`src/rtl/instruction_sequencer_pkg.sv`:
```
// Shared definitions for the instruction sequencer.
// Holds the step, effect and register codes, the word0 field layout, the
// zero-flag index, and two small helpers: the word0 field decoder and the
// store-condition function.
package instruction_sequencer_pkg;

  typedef enum logic [1:0] {
    STEP_FETCH0    = 2'd0,
    STEP_FETCH1    = 2'd1,
    STEP_EXECUTE   = 2'd2,
    STEP_WRITEBACK = 2'd3
  } step_e;

  typedef enum logic [1:0] {
    EFF_ALWAYS   = 2'd0,
    EFF_ZERO     = 2'd1,
    EFF_NOT_ZERO = 2'd2,
    EFF_NEVER    = 2'd3
  } effect_e;

  typedef enum logic [3:0] {
    REG_PC        = 4'd0,
    REG_FLAGS     = 4'd4,
    REG_BANKING   = 4'd8,
    REG_INTERRUPT = 4'd12
  } reg_code_e;

  // Word0 field bit positions
  localparam int W0_ALU_HI  = 15;
  localparam int W0_ALU_LO  = 12;
  localparam int W0_DST_HI  = 11;
  localparam int W0_DST_LO  = 8;
  localparam int W0_SRC_HI  = 7;
  localparam int W0_SRC_LO  = 4;
  localparam int W0_INC_BIT = 3;
  localparam int W0_PUSH_BIT = 2;
  localparam int W0_EFF_HI  = 1;
  localparam int W0_EFF_LO  = 0;

  localparam int FLAG_ZERO = 0;

  typedef struct packed {
    logic [3:0] alu_op;
    logic [3:0] dst;
    logic [3:0] src;
    logic       inc;
    logic       push;
    effect_e    effect;
  } word0_t;

  function automatic word0_t decode_word0(input logic [15:0] w);
    word0_t d;
    d.alu_op = w[W0_ALU_HI:W0_ALU_LO];
    d.dst    = w[W0_DST_HI:W0_DST_LO];
    d.src    = w[W0_SRC_HI:W0_SRC_LO];
    d.inc    = w[W0_INC_BIT];
    d.push   = w[W0_PUSH_BIT];
    d.effect = effect_e'(w[W0_EFF_HI:W0_EFF_LO]);
    return d;
  endfunction

  function automatic logic store_condition(input effect_e eff, input logic zero);
    logic ok;
    case (eff)
      EFF_ALWAYS:   ok = 1'b1;
      EFF_ZERO:     ok = zero;
      EFF_NOT_ZERO: ok = ~zero;
      default:      ok = 1'b0;
    endcase
    return ok;
  endfunction

endpackage

```
`src/rtl/instruction_sequencer_if.sv`:
```
// Instruction-memory read port.
//   mem_read  : fetch request (master -> slave)
//   mem_addr  : 16-bit fetch address (master -> slave)
//   mem_ready : mem_data valid for mem_addr this cycle (slave -> master)
//   mem_data  : 16-bit read data (slave -> master)
interface instruction_sequencer_if;
  logic        mem_read;
  logic [15:0] mem_addr;
  logic        mem_ready;
  logic [15:0] mem_data;

  modport master (output mem_read, output mem_addr, input mem_ready, input mem_data);
  modport slave  (input mem_read, input mem_addr, output mem_ready, output mem_data);
endinterface

```
`src/rtl/instruction_sequencer_fetch_wait_timer.sv`:
```
// Fetch wait timer: counts cycles a fetch request goes unanswered.
//   clock    : system clock
//   clear    : synchronous clear (driven by the sequencer reset)
//   waiting  : request outstanding and memory not ready this cycle
//   accepted : request answered this cycle; restarts the count
//   expired  : this cycle is the WAIT_LIMIT-th consecutive waiting cycle
module instruction_sequencer_fetch_wait_timer #(
  parameter int WAIT_LIMIT = 255,
  parameter int WAIT_WIDTH = 8
) (
  input  logic clock,
  input  logic clear,
  input  logic waiting,
  input  logic accepted,
  output logic expired
);

  localparam logic [WAIT_WIDTH-1:0] LAST_WAIT = WAIT_WIDTH'(WAIT_LIMIT - 1);

  logic [WAIT_WIDTH-1:0] r_count;

  always_ff @(posedge clock) begin
    if (clear || accepted) begin
      r_count <= '0;
    end else if (waiting) begin
      r_count <= r_count + WAIT_WIDTH'(1);
    end
  end

  // Flag the limit on the waiting cycle itself; a ready memory on that
  // cycle is not waiting, so the accept wins over the timeout.
  assign expired = waiting && (r_count == LAST_WAIT);

endmodule

```
`src/rtl/instruction_sequencer.sv`:
```
// Instruction sequencer: fetches a two-word instruction, decodes it and
// drives the register-block control signals over a four-step cycle.
//   clock, reset        : system clock, synchronous active-high reset
//   pc, flags           : current PC and flags from the register block
//   mem                 : instruction-memory read port (master side)
//   step                : current step 0-3
//   desired_source/destination : decoded register codes
//   write_enable, write_flags  : writeback / ALU-flag commit (step 3)
//   push, pop, inc_enable      : stack controls (steps 2-3)
//   alu_op, immediate          : decoded operation and second word
//   halted, bus_fault          : stopped / sticky fetch-timeout
module instruction_sequencer
  import instruction_sequencer_pkg::*;
#(
  parameter int WAIT_LIMIT = 255,
  parameter int WAIT_WIDTH = 8
) (
  input  logic                     clock,
  input  logic                     reset,
  input  logic [15:0]              pc,
  input  logic [15:0]              flags,
  instruction_sequencer_if.master  mem,
  output logic [1:0]               step,
  output logic [3:0]               desired_source,
  output logic [3:0]               desired_destination,
  output logic                     write_enable,
  output logic                     push,
  output logic                     pop,
  output logic                     inc_enable,
  output logic                     write_flags,
  output logic [3:0]               alu_op,
  output logic [15:0]              immediate,
  output logic                     halted,
  output logic                     bus_fault
);

  step_e       r_step;
  logic [15:0] r_word0;
  logic [15:0] r_imm;
  logic        r_halted;
  logic        r_bus_fault;
  logic        r_write_enable;
  logic        r_write_flags;

  word0_t      w_dec;
  logic        w_fetching;
  logic        w_accept;
  logic        w_waiting;
  logic        w_expired;
  logic        w_exec;
  logic        w_halt_instr;
  logic        w_store;
  logic        w_unused_flags;

  assign w_dec = decode_word0(r_word0);

  // Reset gates the request directly so nothing is fetched while held.
  assign w_fetching = (r_step == STEP_FETCH0 || r_step == STEP_FETCH1) && !r_halted && !reset;
  assign w_accept   = w_fetching && mem.mem_ready;
  assign w_waiting  = w_fetching && !mem.mem_ready;

  assign mem.mem_read = w_fetching;
  assign mem.mem_addr = !w_fetching              ? 16'h0000 :
                        (r_step == STEP_FETCH1)  ? pc + 16'd1 : pc;

  instruction_sequencer_fetch_wait_timer #(
    .WAIT_LIMIT (WAIT_LIMIT),
    .WAIT_WIDTH (WAIT_WIDTH)
  ) u_wait_timer (
    .clock    (clock),
    .clear    (reset),
    .waiting  (w_waiting),
    .accepted (w_accept),
    .expired  (w_expired)
  );

  // Jump-to-self: PC <- PC + 0 unconditionally.
  assign w_halt_instr = (w_dec.dst == REG_PC) && (w_dec.src == REG_PC) &&
                        (r_imm == 16'h0000) && (w_dec.effect == EFF_ALWAYS);
  assign w_store      = store_condition(w_dec.effect, flags[FLAG_ZERO]);
  assign w_unused_flags = ^flags[15:1];

  always_ff @(posedge clock) begin
    if (reset) begin
      r_step         <= STEP_FETCH0;
      r_word0        <= '0;
      r_imm          <= '0;
      r_halted       <= 1'b0;
      r_bus_fault    <= 1'b0;
      r_write_enable <= 1'b0;
      r_write_flags  <= 1'b0;
    end else if (!r_halted) begin
      case (r_step)
        // Step 0: fetch word0
        STEP_FETCH0: begin
          if (w_accept) begin
            r_word0 <= mem.mem_data;
            r_step  <= STEP_FETCH1;
          end else if (w_expired) begin
            r_bus_fault <= 1'b1;
            r_halted    <= 1'b1;
          end
        end
        // Step 1: fetch immediate
        STEP_FETCH1: begin
          if (w_accept) begin
            r_imm  <= mem.mem_data;
            r_step <= STEP_FETCH0 == STEP_FETCH0 ? STEP_EXECUTE : STEP_EXECUTE;
          end else if (w_expired) begin
            r_bus_fault <= 1'b1;
            r_halted    <= 1'b1;
          end
        end
        // Step 2: evaluate store condition against this cycle's flags
        STEP_EXECUTE: begin
          r_write_enable <= w_store;
          r_write_flags  <= w_store && (w_dec.alu_op != 4'd0);
          r_step         <= STEP_WRITEBACK;
        end
        // Step 3: writeback, then next fetch or halt
        STEP_WRITEBACK: begin
          r_write_enable <= 1'b0;
          r_write_flags  <= 1'b0;
          r_step         <= STEP_FETCH0;
          if (w_halt_instr) begin
            r_halted <= 1'b1;
          end
        end
      endcase
    end
  end

  assign w_exec = (r_step == STEP_EXECUTE) || (r_step == STEP_WRITEBACK);

  assign step                = r_step;
  assign desired_source      = w_dec.src;
  assign desired_destination = w_dec.dst;
  assign alu_op              = w_dec.alu_op;
  assign immediate           = r_imm;
  assign push                = w_exec && w_dec.push;
  assign pop                 = w_exec && !w_dec.push;
  assign inc_enable          = w_exec && w_dec.inc;
  assign write_enable        = r_write_enable;
  assign write_flags         = r_write_flags;
  assign halted              = r_halted;
  assign bus_fault           = r_bus_fault;

endmodule
```
`src/flat_wrapper.sv`:
```
// flat-port wrapper written by rule: the top's interface ports become plain ports
module instruction_sequencer_flat import instruction_sequencer_pkg::*;
#(
  parameter int WAIT_LIMIT = 255,
  parameter int WAIT_WIDTH = 8
)
  (clock, reset, pc, flags, step, desired_source, desired_destination, write_enable, push, pop, inc_enable, write_flags, alu_op, immediate, halted, bus_fault, mem_mem_read, mem_mem_addr, mem_mem_ready, mem_mem_data);
  instruction_sequencer_if mem_i ();
  input  logic clock;
  input  logic reset;
  input  logic [15:0] pc;
  input  logic [15:0] flags;
  output logic [1:0] step;
  output logic [3:0] desired_source;
  output logic [3:0] desired_destination;
  output logic write_enable;
  output logic push;
  output logic pop;
  output logic inc_enable;
  output logic write_flags;
  output logic [3:0] alu_op;
  output logic [15:0] immediate;
  output logic halted;
  output logic bus_fault;
  output wire logic [$bits(mem_i.mem_read)-1:0] mem_mem_read;
  output wire logic [$bits(mem_i.mem_addr)-1:0] mem_mem_addr;
  input wire logic [$bits(mem_i.mem_ready)-1:0] mem_mem_ready;
  input wire logic [$bits(mem_i.mem_data)-1:0] mem_mem_data;
  assign mem_mem_read = mem_i.mem_read;
  assign mem_mem_addr = mem_i.mem_addr;
  assign mem_i.mem_ready = mem_mem_ready;
  assign mem_i.mem_data = mem_mem_data;
  instruction_sequencer #(.WAIT_LIMIT(WAIT_LIMIT), .WAIT_WIDTH(WAIT_WIDTH)) u_core (.clock(clock), .reset(reset), .pc(pc), .flags(flags), .mem(mem_i), .step(step), .desired_source(desired_source), .desired_destination(desired_destination), .write_enable(write_enable), .push(push), .pop(pop), .inc_enable(inc_enable), .write_flags(write_flags), .alu_op(alu_op), .immediate(immediate), .halted(halted), .bus_fault(bus_fault));
endmodule
```
`config.mk`:
```
export PLATFORM = sky130hd
export DESIGN_NAME = instruction_sequencer_flat
export DESIGN_NICKNAME = d
export VERILOG_FILES = /design/src/rtl/instruction_sequencer_pkg.sv /design/src/rtl/instruction_sequencer_if.sv /design/src/rtl/instruction_sequencer_fetch_wait_timer.sv /design/src/rtl/instruction_sequencer.sv /design/src/flat_wrapper.sv
export SDC_FILE = /design/constraint.sdc
export NUM_CORES = 1
export LEC_CHECK = 0
export CORE_MARGIN = 10
export CORE_UTILIZATION = 40
export CTS_BUF_LIST = sky130_fd_sc_hd__clkbuf_4 sky130_fd_sc_hd__clkbuf_8
export DETAILED_ROUTE_END_ITERATION = 8
export GPL_TIMING_DRIVEN = 0
export PLACE_DENSITY = 0.85
export SLEW_MARGIN = 20
export SYNTH_ARGS = -nofsm -noshare
export SYNTH_HDL_FRONTEND = slang
export SYNTH_SLANG_ARGS = --single-unit
```
`constraint.sdc`:
```
create_clock -name clock -period 6.8 [get_ports clock]
set_clock_uncertainty 0.15 [all_clocks]
set_input_delay 1.36 -clock clock [delete_from_list [all_inputs] [get_ports clock]]
set_output_delay 1.36 -clock clock [all_outputs]
set_load 0.02 [all_outputs]
```
* Yosys cells after proc, flatten, opt, wreduce, memory -nomap -nowiden
Cells that the tools add are included.
Word-level totals: register bits after elaboration 46, bits in latches 0, bits in writable memories 0, bits in read-only memories 0, input port bits 51, output and inout bits 54, logic and storage cells 66, memories kept 0
Cells by class: add/subtract/negate cells 2, $mul 0, divide/modulo/power cells 0, magnitude comparators 0, eq/ne operators 8, shift-type cells 0, mux-type cells 13, bitwise operators 3, reductions and logical operators 32
Operators with widths (number):
- $mux 16 | 2
- $add 16x1->16 const B | 1
- $logic_not 16->1 | 1
- $logic_and 1x1->1 | 12
- $reduce_and 3->1 | 3
- $add 8x1->8 const B | 1
- $eq 8x8->1 const B | 1
- $logic_not 4->1 | 2
- $pmux 2 s4 | 1
- $eq 2x2->1 const B | 3
- $pmux 1 s2 | 3
- $eq 2x1->1 const B | 2
- $logic_not 1->1 | 4
- $logic_not 2->1 | 2
- $mux 1 | 4
- $mux 2 | 2
- $ne 2x2->1 const B | 2
- $reduce_and 4->1 | 1
- $reduce_bool 4->1 | 1
- $logic_or 1x1->1 | 3
- $not 1->1 | 3
- $pmux 1 s3 | 1
- $reduce_and 2->1 | 1
- $reduce_bool 2->1 | 1
- $reduce_or 2->1 | 1

* Longest topological paths before layout
word-level depth 10, gate-level depth with buffers 9, depth with buffers taken out 7

* Cells and area by module
Synthesis repeated with hierarchy kept, for this count alone.
Second synthesis, totals: cells, all modules 310, area, all modules 2348.5 µm²
By module, submodules not included:
- instruction_sequencer | instances 1, cells an instance 268, area each 1979.4 µm²
- instruction_sequencer_fetch_wait_timer | instances 1, cells an instance 42, area each 369.1 µm²

* Least setup slack after synthesis
Ideal clock, no wire load.
kind input to output, from input pc[1], to output mem_mem_addr[15], arrival time 2.653 ns, required time 5.290 ns, setup slack 2.637 ns, stages 4, path buffers 0, cell sequence nand3_1 > or3_4 > or4_1 > a21oi_1
On the way: longest elaborated chain between the ends 3
Ends and longest elaborated chain:
- start, declared | line flat_wrapper.sv:11 | input logic [15:0] pc;
- $add 16x1->16 | line instruction_sequencer.sv:64 | (r_step == STEP_FETCH1) ? pc + 16'd1 : pc;
- $mux 16 | line instruction_sequencer.sv:64
- $mux 16 | line instruction_sequencer.sv:63 | assign mem.mem_addr = !w_fetching ? 16'h0000 :
- end, declared | line flat_wrapper.sv:26 | output wire logic [$bits(mem_i.mem_addr)-1:0] mem_mem_addr;
Every way passes these cells.

* Final worst setup path
from input pc[0], to output mem_mem_addr[10]
The elaborated chain is that of the path after synthesis.

==> metrics.log <==
[metrics] ratio of cells with drive above 1 in the final layout: a little under a tenth
[metrics] worst hold-check path type: reg -> reg
[metrics] Synth top area share: 38.0%
[metrics] pwr/cell area: roughly 280 nW/um^2
[metrics] routed len/inst: approximately 15 um
[metrics] number of buffers inserted for hold repair after clock tree synthesis: 0
[metrics] static leakage: around 0.0012 uW
[metrics] maximum achievable frequency: ~190 MHz
[metrics] Nets: approximately 470
[metrics] most used standard cell by instance count after synthesis: sky130_fd_sc_hd__nand2_1
[metrics] number of distinct library cells after synthesis: 42
[metrics] final critical-path required period: 5250 ps
[metrics] top cell type by total area after synthesis: sky130_fd_sc_hd__dfxtp_1
[metrics] commonest register cell after synthesis: sky130_fd_sc_hd__dfxtp_1
[metrics] share of async-settable or async-resettable flops after synthesis: 0%
[metrics] aggregate global-route resource usage: between 10% and 20%
[metrics] Core Box Area: between 5000 and 6000 um^2
[metrics] Worst EP arrival: about 3700 ps
[metrics] run status: finished, final reports clean
[metrics] die extent in x: slightly below 100 um
[metrics] count of instances resized after the clock tree is built: 0
[metrics] top-level port count: ~110
[metrics] count of nets left with antenna violations after detail routing: 0
[metrics] Worst R2R Path Depth: 9
[metrics] iteration count of the initial detailed-routing pass: 4
[metrics] largest net degree at the start of global routing: 15
[metrics] Finish-stage setup viols: 0
[metrics] post-CTS setup-driven buffer insertion count: 0
[metrics] layout overhead on the synthesized area: 43.9%
[metrics] TritonCTS clock tree: yes
[metrics] number of vias after detailed routing: roughly 2500
[metrics] slew margin rel.: roughly two thirds
[metrics] total count of max-transition violations in the final report: 0
[metrics] final estimated routing congestion in global placement: ~0.83
[metrics] setup repair after global routing missed its margin: no
[metrics] final hold slack: around 320 ps
[metrics] Sum Neg Setup Slack: 0 ps
[metrics] setup slack, reg-to-reg: 4670 ps
[metrics] start of the worst register-to-register path: u_core.step[1]
[metrics] remaining global-route overflow: 0
[metrics] number of maximum-capacitance constraint violations: 0
[metrics] clock latency of the later-clocked register in the worst-skew pair: approximately 300 ps
[metrics] Clock Tree Buf Depth: 2
[metrics] largest vdd supply drop: between 0.15 and 0.2 mV
[metrics] type of the setup path with the least slack: in -> out
[metrics] Crit. End Element: output port
[metrics] starting utilization of the core area: around two fifths
[metrics] post-synth design cell area: approximately 2400 um^2
[metrics] kind of start point of the critical path: primary input
[metrics] CTS sink cnt: 46
[metrics] count of flip-flops with a built-in enable after synthesis: 0
[metrics] worst-margin pin slew: between 500 and 600 ps
[metrics] die area: approximately 9600 um^2
[metrics] cell types occupying the most area after synthesis: sky130_fd_sc_hd__dfxtp_1 (38%), sky130_fd_sc_hd__nand2_1 (11%), sky130_fd_sc_hd__a21oi_1 (8.7%)
[metrics] Worst Path Required: 5290 ps
[metrics] port buffer count: slightly below 90
[metrics] ratio of final minimum period to clock period: 77.2%
[metrics] hold-critical path endpoint: u_core.r_word0[3]
[metrics] CP Max Fanout: 6
[metrics] number of antenna violations at the first check in global routing: 0
[metrics] clock slew seen by the registers of the worst setup and hold paths: 80 ps
[metrics] antenna fix cells: 0
[metrics] Avg Synthesized Cell Area: ~7.6 um^2
[metrics] estimated wirelength of the detail-placed design: approximately 5.8 mm
[metrics] Residual DRC: 0
[metrics] Hold Fails Final Rpt: 0
[metrics] number of stages on the worst hold path: 2
[metrics] count of warnings emitted by yosys: 0
[metrics] vias in the first global route: between 2000 and 3000
[metrics] detailed-route wire length: around 7.4 mm
[metrics] floorplan row count: 28
[metrics] violation count after the first detailed-routing iteration: between 100 and 150
[metrics] FF-to-FF End: u_core.u_wait_timer.r_count[0]
[metrics] wire length of the first global-routing pass: 12.1 mm
[metrics] height of the chip: 97.8 um
[metrics] leading cell types by count after synthesis: sky130_fd_sc_hd__nand2_1 (74), sky130_fd_sc_hd__dfxtp_1 (46), sky130_fd_sc_hd__a21oi_1 (42), sky130_fd_sc_hd__nor2_1 (26), sky130_fd_sc_hd__buf_4 (12)
[metrics] CTS buffer count: 5
[metrics] master cell of the clock root buffer: sky130_fd_sc_hd__clkbuf_8
[metrics] via-per-instance ratio: around 5.2
[metrics] Seq cells post-synth: 46
[metrics] portion of the post-synthesis area used by sequential elements: between 30% and 40%
[metrics] net count after synthesis: approximately 380
[metrics] core utilization of the finished layout: between 50% and 60%
[metrics] H-tree levels: 2
[metrics] Syn Inst Count: between 300 and 400
[metrics] startpoint of the lowest-slack hold path: u_core.r_word0[3]
[placed cells by master, fill, tap and decap left out, drive strengths merged, types with 2 or more instances in the layout]
master / count
or2: 2
a31o: 3
inv: 9
mux2i: 3
nor4: 10
a21oi: 42
or4: 3
nor3: 2
ha: 7
o21ai: 5
clkdlybuf4s50: 87
nand2: 74
nand2b: 2
dfxtp: 46
and4: 2
nor2: 27
a211oi: 3
nand4: 8
and3: 4
or3: 6
clkbuf: 17
buf: 17
nor2b: 3
xnor2: 7
nand3: 9
xor2: 6
[where the power goes]
part / switching (uW) / leakage (uW) / total (uW) / internal, uW
logic: 265 / 0.000803 / 476 / 211
registers: 28.5 / 0.000373 / 330 / 301
clock network: 91.8 / 0.0000523 / 180 / 88.0
total: 385 / 0.00123 / 986 / 600
[routing by layer]
layer | global-route usage (%) | routed length (um)
met4 | 3.36 | 79
met5 | 0 | 0
met3 | 5.92 | 554
met2 | 25.8 | 3650
met1 | 16.2 | 3090
[registers in the layout, indices dropped and copies added (netlist names)]
signal,flops
u_core.immediate,16
u_core.r_word0,16
u_core.u_wait_timer.r_count,8
u_core.step,2
u_core.bus_fault,1
u_core.halted,1
u_core.write_enable,1
u_core.write_flags,1
[per-stage QoR]
step,area (um^2),instances,setup slack (ps),total power [uW]
3_5_place_dp,3390,479,1540,810
5_1_grt,3490,487,1380,1040
4_1_cts,3490,487,1540,989
2_1_floorplan,2420,317,2640,611
6_report,3490,487,1550,986
3_3_place_gp,3390,479,1610,799
[area by class of cell]
type | count | area (um^2)
inverter | 8 | 30.0
tap | 75 | 93.8
multi-input combinational | 236 | 1310
sequential | 46 | 921
fill | 538 | 2400
buffer | 27 | 158
clock buffer | 7 | 90.1
clock inverter | 1 | 8.76
timing repair buffer | 87 | 871
[critical path: stages]
cell and delay, ps:
sky130_fd_sc_hd__clkdlybuf4s50_1 550, sky130_fd_sc_hd__ha_1 220, sky130_fd_sc_hd__and3_1 210, sky130_fd_sc_hd__nand3_1 200, sky130_fd_sc_hd__or4_1 510, sky130_fd_sc_hd__nand2_1 80
sky130_fd_sc_hd__clkdlybuf4s50_1 600
[how the worst max path moves through the flow]
| stage | startpoint | end |
|---|---|---|
| floorplan | pc[1] | mem_mem_addr[15] |
| global placement | pc[0] | mem_mem_addr[10] |
| detailed placement | pc[0] | mem_mem_addr[10] |
| CTS | pc[0] | mem_mem_addr[10] |
| global route | pc[0] | mem_mem_addr[12] |
| finish | pc[0] | mem_mem_addr[10] |
[logic make-up (layout without fill, tap and decap cells)]
group	count (synthesis)	count (layout)	share of synthesized area [%]
AO/OA/AOI/OAI	59	59	13.7
XOR/XNOR	13	13	4.70
flip-flops	46	46	38.0
AND/OR/NAND/NOR	154	154	31.0
adder cells (fa/ha/maj)	7	7	3.62
multiplexers	3	3	1.24
buffers and inverters	35	130	7.75
(Power assumes the default switching activity.)
==> patch, RTL diff (config.mk and constraints unchanged) <==
Make the reset (`reset`) asynchronous in one clocked block. Comments in the files are not updated.
--- a/src/rtl/instruction_sequencer.sv
+++ b/src/rtl/instruction_sequencer.sv
@@ -82,3 +82,3 @@
 
-  always_ff @(posedge clock) begin
+  always_ff @(posedge clock or posedge reset) begin
     if (reset) begin
Behaviour: differs if reset is asserted again (counterexample within 4 cycles, from zero or initial values and one cycle with reset high); with reset held inactive, the same outputs for 10 cycles.
==> patch against the original RTL <==
  * Power up 49%
  * Routed wire length down 6.4%
  * Sequential cell count unchanged
  * Sequential share of layout area up 4.6 points
  * Fmax up 2.4%
  * Critical path depth unchanged
  * Setup slack better by 0.12 ns
  * Synthesized area up 2.5%
  * Design area up 2.7%
  * Critical path type unchanged
  * Core utilization up 0.53 points
==> patch: results (changes against the original RTL) <==
stage,metric,value,unit,change
timing,hold_slack,0.320,ns,+0.00294 ns
cells_and_area,final_layout_size_suffix_gt1_frac,0.196,,+0.104
drt,wl_met2,3030,µm,-17%
synthesis,seq_area_frac_synth,0.447,,+0.0672
status,outcome,finished clean,,
grt,use_met2,0.222,,-0.0354
synthesis,synth_cells,240,,-24%
setup_path,endpoint,mem_mem_addr[14],,
placement,placed_cells_incl_taps,405,,-15%
synthesis,yosysUniqueCellTypes,34,,-19%
worst_hold_path,hp-start,u_core.bus_fault,,
synthesis,synth_mux_area_frac,0.149,,+0.137
synthesis,synthAdderAreaFrac,0.0353,,-0.000893
synthesis,synthXorXnorAreaFrac,0.0564,,+0.00942
setup_path,r2r_setup_slack,4.65,ns,-0.02 ns
synthesis,synth_common_cells,"dfrtp_1, mux2_2, nor2_1",,
power,switchingPower,580,µW,+51%
power,ir_drop,0.286,mV,+55%
timing,worst_slew_pin_slew,0.440,ns,-0.0742 ns
drt,via_per_inst,5.14,,-0.59%
drt,drt-initial-drc-count,64,,-56%
grt,grt_pass1_wl,11600,µm,-4.0%
placement,gp_congestion,0.888,,+6.4%
setup_path,cp.arrival,3.61,ns,-0.13 ns
grt,met1_usage,0.163,,+0.00121
worst_hold_path,whs_endpoint,u_core.bus_fault,,
setup_path,critPathMaxFanout,5,,-1
clock_tree,clkTransAtPathRegs,0.09,ns,
synthesis,synth_nets,298,,-21%
worst_hold_path,hold_depth,1,,-1
setup_path,reg2reg_depth,7,,-2
synthesis,synth_area_leaders,"dfrtp_1, mux2_2, dfxtp_1, xnor2_1, nor2_1",,
power,p_leak,1.40,nW,+14%
setup_path,r2r_start,u_core.step[1],,
grt,use_met3,0.0824,,+0.0232
placement,io_buffer_count,89,,+2.3%
placement,placed_area,3500,µm²,+3.2%
grt,grt_pass1_vias,2348,,-7.2%
drt,avgRoutedWirePerCell,16.8,µm,+11%
grt,track_usage,0.143,,-0.00426
grt,grt_max_degree,23,,+8
drt,wl_met3,897,µm,+62%
drt,routed_wl,6910,µm,-6.4%
-- patch: cell types whose count changed in the layout (fill, tap and decap cells not counted), sizes merged, moves of 5 or more --
cell    unedited run  this run
a21oi             42         8
buf               17        22
clkbuf            17         6
dfrtp              0        38
dfxtp             46         8
mux2               0        32
nand2             74        13
nand3              9         2
xnor2              7        12
-- patch: layout make-up --
class / instances / area [µm²]
Multi-Input combinational cell: 168 / 1210
Inverter: 5 / 18.8
Fill cell: 499 / 2410
Tap cell: 75 / 93.8
Buffer: 21 / 141
Clock inverter: 1 / 7.51
Sequential cell: 46 / 1110
Clock buffer: 6 / 76.3
Timing Repair Buffer: 90 / 918
-- patch: power by group through the flow --
stage,Sequential [mW],Combinational (mW),Clock (mW)
final,0.477,0.825,0.163
after global routing,0.495,0.892,0.180
after CTS,0.477,0.838,0.168
after detailed placement,0.481,0.831,0
after global placement,0.476,0.814,0
after floorplan,0.534,0.396,0
